[src/rtl/alu_flag_branch_unit.sv]
// rtl/alu_flag_branch_unit.sv - miniRISC flag register and conditional branch unit
//
// Latches ALU carry/zero/sign into an architectural flag register and resolves
// conditional branches against it, driving a PC-redirect handshake, a link
// write for bl, and a FLUSH_CYCLES-long flush after each accepted redirect.
//
// Parameter: FLUSH_CYCLES (1..15) - flush cycles after a redirect is accepted.
// Build option: define FLAG_BYPASS_EN to evaluate a branch accepted together
//               with flag_we against the incoming ALU flags instead of flags_q.
//
// Ports:
//   clk, rst_n                     clock, asynchronous active-low reset
//   alu_carry/zero/sign, flag_we   ALU flags and flag register load enable
//   br_valid/br_ready              branch request handshake
//   br_op, br_target, pc_plus4     branch opcode, target, return address
//   flags_q                        registered flags {carry, zero, sign}
//   br_done, br_illegal            not-taken / illegal completion pulses
//   redirect_valid/ready/pc        PC redirect handshake and address
//   link_we, link_data             link register write strobe and value
//   flush                          squash younger instructions
module alu_flag_branch_unit #(
    parameter int unsigned FLUSH_CYCLES = 2
) (
    input  logic        clk,
    input  logic        rst_n,
    input  logic        alu_carry,
    input  logic        alu_zero,
    input  logic        alu_sign,
    input  logic        flag_we,
    input  logic        br_valid,
    output logic        br_ready,
    input  logic [2:0]  br_op,
    input  logic [31:0] br_target,
    input  logic [31:0] pc_plus4,
    output logic [2:0]  flags_q,
    output logic        br_done,
    output logic        br_illegal,
    output logic        redirect_valid,
    input  logic        redirect_ready,
    output logic [31:0] redirect_pc,
    output logic        link_we,
    output logic [31:0] link_data,
    output logic        flush
);

    typedef enum logic [1:0] {
        S_IDLE     = 2'd0,
        S_DONE     = 2'd1,
        S_REDIRECT = 2'd2,
        S_FLUSH    = 2'd3
    } state_t;

    localparam logic [3:0] LP_FLUSH_LOAD = 4'(FLUSH_CYCLES - 1);
    localparam logic [2:0] LP_OP_BL      = 3'b100;
    localparam logic [2:0] LP_OP_ILLEGAL = 3'b111;

    state_t      r_state;
    state_t      w_next;
    logic [2:0]  r_flags;
    logic [2:0]  r_op;
    logic [31:0] r_redirect_pc;
    logic [31:0] r_link_data;
    logic        r_first;
    logic [3:0]  r_cnt;
    logic [2:0]  w_eval_flags;
    logic        w_taken;
    logic        w_accept;

    assign w_accept = (r_state == S_IDLE) && br_valid;

`ifdef FLAG_BYPASS_EN
    // Forward the flags being written this cycle so back-to-back compare and
    // branch need no bubble.
    assign w_eval_flags = flag_we ? {alu_carry, alu_zero, alu_sign} : r_flags;
`else
    assign w_eval_flags = r_flags;
`endif

    // Flag bit order: [2]=carry, [1]=zero, [0]=sign.
    always_comb begin
        w_taken = 1'b0;
        case (br_op)
            3'b000:  w_taken = 1'b1;
            3'b001:  w_taken = w_eval_flags[0];
            3'b010:  w_taken = w_eval_flags[1];
            3'b011:  w_taken = !w_eval_flags[1];
            3'b100:  w_taken = 1'b1;
            3'b101:  w_taken = w_eval_flags[2];
            3'b110:  w_taken = !w_eval_flags[2];
            default: w_taken = 1'b0;
        endcase
    end

    always_ff @(posedge clk or negedge rst_n) begin
        if (!rst_n) begin
            r_state <= S_IDLE;
        end else begin
            r_state <= w_next;
        end
    end

    always_comb begin
        w_next         = r_state;
        br_ready       = 1'b0;
        br_done        = 1'b0;
        br_illegal     = 1'b0;
        redirect_valid = 1'b0;
        link_we        = 1'b0;
        flush          = 1'b0;
        case (r_state)
            S_IDLE: begin
                br_ready = 1'b1;
                if (br_valid) begin
                    w_next = w_taken ? S_REDIRECT : S_DONE;
                end
            end
            S_DONE: begin
                br_done    = 1'b1;
                br_illegal = (r_op == LP_OP_ILLEGAL);
                w_next     = S_IDLE;
            end
            S_REDIRECT: begin
                redirect_valid = 1'b1;
                // r_first limits the link write to one strobe even if fetch stalls.
                link_we        = r_first && (r_op == LP_OP_BL);
                if (redirect_ready) begin
                    w_next = S_FLUSH;
                end
            end
            S_FLUSH: begin
                flush = 1'b1;
                if (r_cnt == 4'd0) begin
                    w_next = S_IDLE;
                end
            end
            default: w_next = S_IDLE;
        endcase
    end

    always_ff @(posedge clk or negedge rst_n) begin
        if (!rst_n) begin
            r_flags       <= 3'b000;
            r_op          <= 3'b000;
            r_redirect_pc <= 32'd0;
            r_link_data   <= 32'd0;
            r_first       <= 1'b0;
            r_cnt         <= 4'd0;
        end else begin
            if (flag_we) begin
                r_flags <= {alu_carry, alu_zero, alu_sign};
            end
            r_first <= w_accept && w_taken;
            if (w_accept) begin
                r_op <= br_op;
                // Redirect and link outputs only change when they are about to be used.
                if (w_taken) begin
                    r_redirect_pc <= br_target;
                    if (br_op == LP_OP_BL) begin
                        r_link_data <= pc_plus4;
                    end
                end
            end
            if ((r_state == S_REDIRECT) && redirect_ready) begin
                r_cnt <= LP_FLUSH_LOAD;
            end else if ((r_state == S_FLUSH) && (r_cnt != 4'd0)) begin
                r_cnt <= r_cnt - 4'd1;
            end
        end
    end

    assign flags_q     = r_flags;
    assign redirect_pc = r_redirect_pc;
    assign link_data   = r_link_data;

endmodule

[config.mk]
export PLATFORM = sky130hd
export DESIGN_NAME = alu_flag_branch_unit
export DESIGN_NICKNAME = d
export VERILOG_FILES = /design/src/rtl/alu_flag_branch_unit.sv
export SDC_FILE = /design/constraint.sdc
export NUM_CORES = 1
export LEC_CHECK = 0
export ABC_AREA = 0
export CORE_UTILIZATION = 41
export DETAILED_ROUTE_END_ITERATION = 16
export PLACE_DENSITY = 0.8
export SLEW_MARGIN = 10
export SYNTH_ARGS = -nofsm -noshare
export SYNTH_HDL_FRONTEND = slang
export SYNTH_SLANG_ARGS = --single-unit
[constraint.sdc]
create_clock -name clk -period 1.7 [get_ports clk]
set_input_delay 0.51 -clock clk [delete_from_list [all_inputs] [get_ports clk]]
set_output_delay 0.51 -clock clk [all_outputs]
set_load 0.02 [all_outputs]
==> reports/qor.yml <==
status: "finished, violations left"
violations: "setup timing"
grt_pass1_wl_um: 11500
required_ps: 1190
clock_skew_ps: 10.3
drive_gt1_share_pct: 34.4
path_cells: "nor2_4, nand3_2, nor3_4, buf_6"
grt_start_max_net_pins: 78
placed_cells: 457
maxSlewHeadroom_pct: 73.4
arrival_ps: 1280
globalRouteMet3Util_pct: 4.91
finalNetCount: 450
power_w: 0.00901
path_buf_inv: 1
crit_path_end_kind: "output pin"
antenna_cells: 0
dpl.hpwl_um: 4970
multiInputGateArea_sq_um: 1220
synth_area_leaders: "dfrtp_1, mux2_2, mux2_4, buf_6, inv_1"
synth_seq_cells: 77
n_fill_cell: 535
pin_count: 148
port_buffers: 147
drt_wl_total_um: 7060
ir_drop_mv: 0.899
synth_flop_cell: "dfrtp_1"
tightestPinTransition_ps: 399
viasPerCell: 4.75
area_growth_syn_to_layout_pct: 62.6
critical-path-max-stage-delay_ps: 440
die_y_um: 90.1
gr-usage-met2_pct: 29.7
p_per_area_nw_per_um2: 1740
finalCritPeriodShare_pct: 105
setup-violations-final: 37
fmaxAchievable_ghz: 0.560
grt_pass1_vias: 2361
row_count: 31
die_w_um: 90.1
stdcell_count: 477
synth_area_per_cell_sq_um: 15.9
cts_root_buf: "clkbuf_8"
clk_pin_slew_ps: 70
max-cap-violations: 0
grt_setup_unrepaired: "yes"
wire_per_inst_um: 14.8
place_area_sq_um: 4930
final_common_cell: "dfrtp_1"
regArea_sq_um: 1930
final_cell_mix: "dfrtp_1, clkdlybuf4s50_1, dlygate4sd2_1"
ys_warn_count: 0
ant_nets: 0
finalHoldViolCount: 0
dr.pass1.iters: 4
clockBufferDepth: 2
grt_usage_pct: 17.9
async_flop_share_pct: 100
synth_fp_nets: 276
dieArea_sq_um: 8130
ys_types: 31
cts_made_buffers: 9
setup_ws_ps: -86.8
synth_top_area_share_pct: 60.5
start_util_pct: 43.2
syn_inst: 200
overflow: 0
cts_max_level: 3
routed-via-count: 2267
worstPathMaxFanout: 3
core_sq_um: 7370
cp_top_family: "flip-flops"
clk_latency_ps: 330
synth-seq-area-share_pct: 60.5
p_leak_nw: 2.51
finalWeightedCongestion: 0.741
crit_path_start_kind: "flop"
final.min_clock_period_ps: 1790
grtUsageMet1_pct: 22.8
drv_slew: 0
cts_tree: "yes"
critPathKind: "flop to output pin"
crit_slowest_cell: "dfrtp_1"
synth_top_area_cell: "dfrtp_1"
syn_area_sq_um: 3190
drt_iter0_markers: 46
antenna_found_initial: 0
top_usage_layer: "met2"
fin_area_sq_um: 5180
drc: 0
cts.sinks: 77
holdCritPathClass: "input port to asynchronous set/reset pin"
synth_edf_count: 0
## what timing repair did
action / 4_1_cts / 5_1_grt
pin swaps: 4 / 2
setup buffers: 2 / 2
gates cloned: 2 / 0
setup endpoints to repair: 137 / 33
hold buffers: 0 / 0
resized for setup: 108 / 6
## cells by family after synthesis
logic type | count (synthesis) | share of synthesized area [%]
buffers and inverters | 15 | 2.63
AO/OA/AOI/OAI | 11 | 2.55
adder cells (fa/ha/maj) | 1 | 0.393
flip-flops | 77 | 60.5
XOR/XNOR | 1 | 0.275
multiplexers | 72 | 28.8
AND/OR/NAND/NOR | 23 | 4.83
## flip-flops by register name, indices dropped and copies added (netlist names)
register and count:
link_data 32, flags_q 3, r_state 2, redirect_pc 32, r_first 1, r_op 3
r_cnt 4
## power breakdown
part | switching, W | total [W] | internal, W | leakage (nW)
Sequential | 0.000490 | 0.00320 | 0.00271 | 0.931
Clock | 0.000624 | 0.00148 | 0.000858 | 0.105
Combinational | 0.00207 | 0.00433 | 0.00226 | 1.47
Total | 0.00318 | 0.00901 | 0.00583 | 2.51
## metrics by stage
| step | setup slack, ps | utilization (%) | setup TNS (ps) | hold WS [ps] |
|---|---|---|---|---|
| final | -86.8 | 70.3 | -1350 | 187 |
| after global routing | -134 | 70.3 | -3330 | 189 |
| after CTS | -198 | 69.7 | -1870 | 202 |
| after detailed placement | -599 | 66.8 | -31370 | 492 |
| after global placement | -542 | 66.8 | -28850 | 486 |
| after floorplan | -1.79 | - | -1.79 | 214 |
## final timing paths
path	slack, ps	startpoint	to	cells past startpoint
min reg2reg	500	link_data[29]	link_data[29]	1
max in group asynchronous	1190	rst_n	redirect_pc[10]	2
min	190	rst_n	link_data[1]	2
max reg2reg	-60	r_state[0]	redirect_pc[5]	7
min in group clk	500	link_data[29]	link_data[29]	1
max	-90	r_state[0]	link_we	4
## final cells by class
class,count,share of cell area (%)
timing repair buffer,170,32.2
sequential,77,37.2
tap,99,2.39
clock buffer,11,2.73
inverter,8,0.580
clock inverter,4,1.40
multi-input combinational,108,23.5
## metal layers
metal / share of wire, % / up-vias
li1: - / 1061
met1: 43 / 1097
met2: 49 / 102
met3: 6.9 / 7
met4: 0.96 / 0
met5: 0 / -
## cells in the mapped netlist, drive strengths merged, types with 2 or more instances
| cell type | count |
|---|---|
| a21oi | 5 |
| nor3b | 2 |
| nor2 | 5 |
| nor3 | 2 |
| buf | 7 |
| nand2 | 3 |
| mux2 | 71 |
| dfrtp | 77 |
| o21ai | 2 |
| nand3 | 3 |
| inv | 8 |
(Power assumes the default switching activity.)
